### config.mk
export PLATFORM = sky130hd
export DESIGN_NAME = vga_color_pipe
export DESIGN_NICKNAME = d
export VERILOG_FILES = /design/src/rtl/vga_color_pipe.sv
export SDC_FILE = /design/constraint.sdc
export NUM_CORES = 1
export LEC_CHECK = 0
export ABC_CLOCK_PERIOD_IN_PS = 4300
export BUFFER_PORTS_ARGS = -buffer_cell sky130_fd_sc_hd__buf_2
export CORE_ASPECT_RATIO = 0.75
export CORE_MARGIN = 1
export CORE_UTILIZATION = 60
export CTS_BUF_LIST = sky130_fd_sc_hd__clkbuf_8
export CTS_CLUSTER_SIZE = 40
export DETAILED_ROUTE_END_ITERATION = 6
export GPL_ROUTABILITY_DRIVEN = 0
export PLACE_DENSITY = 0.92
export REMOVE_ABC_BUFFERS = 1
export SYNTH_ARGS = -nofsm -noshare
export SYNTH_HDL_FRONTEND = slang
export SYNTH_SLANG_ARGS = --single-unit
### constraint.sdc
create_clock -name clk -period 4.3 [get_ports clk]
set_input_delay 0.215 -clock clk [delete_from_list [all_inputs] [get_ports clk]]
set_output_delay 0.215 -clock clk [all_outputs]
set_load 0.005 [all_outputs]
### src/rtl/vga_color_pipe.sv
// VGA pixel output stage: re-times colour and coordinates, applies frame-synchronous
// display modes, and produces the frame-start pulse and frame counter.
module vga_color_pipe #(
  parameter int unsigned COLOR_W    = 3,
  parameter int unsigned SYNC_DEPTH = 2,
  parameter int unsigned CNT_W      = 10,
  parameter int unsigned X_MAX      = 639,
  parameter int unsigned Y_MAX      = 479,
  parameter int unsigned BAR_SHIFT  = 6,
  parameter int unsigned FRAME_W    = 8
) (
  input  logic               clk,
  input  logic               rst_n,
  input  logic [COLOR_W-1:0] rgb_in,
  input  logic [CNT_W-1:0]   x_val,
  input  logic [CNT_W-1:0]   y_val,
  input  logic [1:0]         mode_in,
  input  logic               mode_we,
  input  logic [COLOR_W-1:0] bg_in,
  output logic [COLOR_W-1:0] color,
  output logic               active,
  output logic               frame_start,
  output logic [FRAME_W-1:0] frame_cnt
);

  typedef enum logic [1:0] {
    MODE_PASS   = 2'd0,
    MODE_SOLID  = 2'd1,
    MODE_BARS   = 2'd2,
    MODE_BORDER = 2'd3
  } mode_e;

  logic [COLOR_W-1:0]    r_rgb_sr [SYNC_DEPTH];
  logic [CNT_W-1:0]      r_x_sr   [SYNC_DEPTH];
  logic [CNT_W-1:0]      r_y_sr   [SYNC_DEPTH];
  logic [SYNC_DEPTH-1:0] r_valid_sr;

  mode_e              r_mode;
  mode_e              r_pend_mode;
  logic [COLOR_W-1:0] r_bg;
  logic [COLOR_W-1:0] r_pend_bg;

  logic [COLOR_W-1:0] w_rgb_d;
  logic [CNT_W-1:0]   w_x_d;
  logic [CNT_W-1:0]   w_y_d;
  logic               w_valid_d;
  logic               w_vis;
  logic               w_fs;
  logic               w_edge;
  mode_e              w_mode_eff;
  logic [COLOR_W-1:0] w_bg_eff;
  logic [COLOR_W-1:0] w_color;

  assign w_rgb_d   = r_rgb_sr[SYNC_DEPTH-1];
  assign w_x_d     = r_x_sr[SYNC_DEPTH-1];
  assign w_y_d     = r_y_sr[SYNC_DEPTH-1];
  assign w_valid_d = r_valid_sr[SYNC_DEPTH-1];

  // Synchroniser chain; the valid bits mask the zero-filled stages after reset
  always_ff @(posedge clk) begin
    if (!rst_n) begin
      for (int i = 0; i < SYNC_DEPTH; i++) begin
        r_rgb_sr[i] <= '0;
        r_x_sr[i]   <= '0;
        r_y_sr[i]   <= '0;
      end
      r_valid_sr <= '0;
    end else begin
      r_rgb_sr[0]   <= rgb_in;
      r_x_sr[0]     <= x_val;
      r_y_sr[0]     <= y_val;
      r_valid_sr[0] <= 1'b1;
      for (int i = 1; i < SYNC_DEPTH; i++) begin
        r_rgb_sr[i]   <= r_rgb_sr[i-1];
        r_x_sr[i]     <= r_x_sr[i-1];
        r_y_sr[i]     <= r_y_sr[i-1];
        r_valid_sr[i] <= r_valid_sr[i-1];
      end
    end
  end

  // Visibility, frame start and colour selection at the delayed stage
  always_comb begin
    w_vis      = 1'b0;
    w_fs       = 1'b0;
    w_edge     = 1'b0;
    w_mode_eff = r_mode;
    w_bg_eff   = r_bg;
    w_color    = '0;

    w_vis  = w_valid_d && (w_x_d <= CNT_W'(X_MAX)) && (w_y_d <= CNT_W'(Y_MAX));
    w_fs   = w_valid_d && (w_x_d == '0) && (w_y_d == '0);
    w_edge = (w_x_d == '0) || (w_x_d == CNT_W'(X_MAX)) ||
             (w_y_d == '0) || (w_y_d == CNT_W'(Y_MAX));

    // The committing pixel (0,0) already uses the pending mode
    if (w_fs) begin
      w_mode_eff = r_pend_mode;
      w_bg_eff   = r_pend_bg;
    end

    if (w_vis) begin
      case (w_mode_eff)
        MODE_PASS:   w_color = w_rgb_d;
        MODE_SOLID:  w_color = w_bg_eff;
        MODE_BARS:   w_color = COLOR_W'(w_x_d >> BAR_SHIFT);
        MODE_BORDER: w_color = w_edge ? w_bg_eff : w_rgb_d;
        default:     w_color = '0;
      endcase
    end
  end

  // Mode shadow registers and registered outputs
  always_ff @(posedge clk) begin
    if (!rst_n) begin
      r_mode      <= MODE_PASS;
      r_pend_mode <= MODE_PASS;
      r_bg        <= '0;
      r_pend_bg   <= '0;
      color       <= '0;
      active      <= 1'b0;
      frame_start <= 1'b0;
      frame_cnt   <= '0;
    end else begin
      if (mode_we) begin
        r_pend_mode <= mode_e'(mode_in);
        r_pend_bg   <= bg_in;
      end
      if (w_fs) begin
        r_mode    <= r_pend_mode;
        r_bg      <= r_pend_bg;
        frame_cnt <= frame_cnt + FRAME_W'(1);
      end
      color       <= w_color;
      active      <= w_vis;
      frame_start <= w_fs;
    end
  end

endmodule

==> summary.md <==
| Metric | Value |
|---|---|
| I/O Buffers | 43 |
| Final worst setup slack | 2.080 ns |
| Placement Setup Slack | 2.192 ns |
| Status | finished clean |
| CTS Buf Count | 9 |
| HP Class | primary input to flip-flop |
| Final Hold Viols | 0 |
| Yosys reg bits | 71 |
| Highest clock rate | 450.4 MHz |
| Starting Density | 0.6363 |
| Max Root-Sink Buffers | 2 |
| Layout Nets | 303 |
| Placed Cells | 312 |
| Die height | 56.31 µm |
| Clk root buf | clkbuf_8 |
| CP required | 4.52 ns |
| Least-Margin Pin Slew | 0.6131 ns |
| CTS Sinks | 71 |
| Post-CTS Setup Bufs | 0 |
| Ys flop type | dfxtp_1 |
| Cell taking the most area after synthesis | dfxtp_1 |
| Hold-fix buffers, CTS | 0 |
| Via density | 5.031 |
| Clock power share | 0.424 |
| Final Max Tran Viols | 0 |
| Mapped Cells | 226 |
| Post-synthesis average cell area | 10.44 µm² |
| Crit-path slowest cell | nor2_2 |
| Post-Route Skew | 0.009178 ns |
| TritonRoute pass-1 iters | 4 |
| Internal reg-to-reg setup slack | 2.08 ns |
| Die X | 74.42 µm |
| # IOs | 44 |
| PD cells | 463.7 nW/µm² |
| Initial antenna violation count | 0 |
| Via total after detailed routing | 1645 |
| Final ANT Viol Nets | 0 |
| Fraction of layout cells with a size suffix above 1 | 0.2255 |
| CTS HTree Levels | 3 |
| Combinational share of power | 0.043 |
| Post-Syn Area | 2360 µm² |
| Final non-filler cell total | 327 |
| Total GRT Usage | 0.2281 |
| Peak supply drop | 0.0003494 V |
| Total wire length | 4054 µm |
| Crit end category | flip-flop |
| Drt wl/cell | 12.40 µm |
| Internal | 1034 µW |
| Yosys warnings | 0 |
| Critical Path Source Type | flip-flop |
| Lkg Pwr | 0.001221 µW |
| Vias in the first global route | 1595 |
| Die Footprint | 4190 µm² |
| WP buf/inv | 0 |
| Max-cap violations | 0 |
| TritonCTS clock tree | yes |
| Clk_lat worst skew | 0.34 ns |
| Post-synth EDFFs | 0 |
| Crit Path Class | flip-flop to flip-flop |
| Net Sw Frac | 0.2074 |
| Critical path's top delay family | simple AND/OR/NAND/NOR gates |
| DP HPWL | 2711 µm |
| Seq/Total Area, Yosys | 0.6023 |
| Placeable Area | 3709 µm² |
| Setup violations, final | 0 |
| Reg clk slew, reported paths | 0.07 ns |
| Final worst path period need | 2.220 ns |
| GR Overflow Total | 0 |
| First-pass GRT wire length | 6900 µm |
| Row count | 19 |
| Unique masters post-synth | 35 |
| RSZ-0062 raised after global routing | no |
| Setup TNS | 0 ns |
| Yosys top cell area share | 0.6023 |
| DRC viols | 0 |
| Critical Path Max Stage Delay | 0.51 ns |
| Fraction of registers with async set/reset | 0 |
| Switching power | 270.5 µW |
| Ant. Diodes | 0 |
| Synth top area cells | dfxtp_1 60%, and2_1 13%, mux2i_1 2.5% |
| Crit path DAT | 2.44 ns |
| Sequential share of power | 0.533 |
| Initial DRC Count | 159 |
| PostCTS Resize Cnt | 0 |
| Crit Path Max Fanout | 14 |
| Final Cycle Share | 0.5163 |
| Worst path cell trace | nor4_2, nand4_1, nor2_2, mux2_2, nand3_1, a31oi_1 |
| Layout area overhead | 19.19% |
| Rel. slew slack | 0.5912 |
| Largest net degree at the start of global routing | 53 |
==> registers in the layout (all words and copies together), names as in the netlist <==
name         count
frame_start      1
color            3
r_bg             3
frame_cnt        8
active           1
r_pend_bg        3
r_mode           2
r_rgb_sr         6
r_y_sr          20
r_pend_mode      2
r_valid_sr       2
r_x_sr          20
==> cell usage after synthesis, drive strengths merged, types with 4 or more instances <==
library cell / number
nor2: 14
dfxtp: 71
o21ai: 4
mux2i: 6
and3: 9
nand2: 15
nand4: 7
clkbuf: 6
nand3: 5
and2: 48
a21oi: 5
nor4: 4
xnor2: 5
==> power groups by stage <==
stage                     Sequential, µW  Clock (µW)  Combinational (µW)
after CTS                            694         564                56.3
final                                695         554                55.9
after global routing                 696         600                63.7
after detailed placement             709           0                55.5
after floorplan                      705           0                31.4
after global placement               708           0                53.6
==> metrics by stage <==
stage / hold slack, ns / area [µm²] / power (µW) / utilization
3_3_place_gp: 0.4150 / 2601 / 761.5 / 0.7014
2_1_floorplan: 0.2427 / 2321 / 736.2 / -
5_1_grt: 0.05560 / 2813 / 1360 / 0.7584
3_5_place_dp: 0.4215 / 2601 / 764.3 / 0.7014
6_report: 0.07196 / 2813 / 1304 / 0.7584
4_1_cts: 0.05943 / 2813 / 1314 / 0.7584
==> routing by layer <==
| layer | share of wire | up-vias | wire, µm | global-route usage |
|---|---|---|---|---|
| met4 | 0.012 | 0 | 47 | 0.08356 |
| met5 | 0 | - | 0 | 0 |
| li1 | - | 845 | - | - |
| met3 | 0.057 | 6 | 231 | 0.1311 |
| met2 | 0.45 | 46 | 1809 | 0.3243 |
| met1 | 0.48 | 748 | 1965 | 0.2857 |
==> placed cells by master (no fill, tap or decap), types with 2 or more instances in the layout <==
master	n
o21ai_1	3
a31oi_1	3
dfxtp_1	71
mux2i_1	6
xnor2_1	5
clkbuf_8	9
nor2_1	13
nor4_2	2
clkinvlp_4	2
and4b_1	2
buf_2	43
inv_1	3
xor2_1	2
bufinv_16	2
and2_1	48
nor4_1	2
a21oi_1	5
nand4_1	7
nand2_1	15
nand3_1	5
and3_1	9
nor3_1	3
o21a_1	2
==> final timing paths <==
| check | from | to | cells after the start |
|---|---|---|---|
| worst max register to register | r_x_sr[0][11] | color[2] | 6 |
| worst min register to register | r_y_sr[0][9] | r_y_sr[0][19] | 1 |
| worst max-delay path | r_x_sr[0][11] | color[2] | 6 |
| worst min-delay path | y_val[7] | r_y_sr[0][7] | 2 |
==> cell type report <==
| class | instances | area [µm²] |
|---|---|---|
| clock buffers | 9 | 123.9 |
| well taps | 52 | 65.06 |
| multi-input cells | 143 | 888.4 |
| clock inverters | 6 | 87.58 |
| inverters | 3 | 11.26 |
| flip-flops and latches | 71 | 1421 |
| repair buffers | 43 | 215.2 |
| fillers | 262 | 895.9 |
==> cells by family (layout without fill, tap and decap cells) <==
| logic type | Yosys count | count (layout) | share of synthesized area |
|---|---|---|---|
| AOI/OAI and AO/OA | 17 | 17 | 0.04559 |
| xor gates and xnor gates | 7 | 7 | 0.02598 |
| adders and majority gates | 1 | 1 | 0.005301 |
| buffers and inverters | 12 | 61 | 0.02121 |
| DFF | 71 | 71 | 0.6023 |
| muxes | 7 | 7 | 0.03022 |
| and+or+nand+nor | 111 | 111 | 0.2694 |
(Power assumes the default switching activity.)
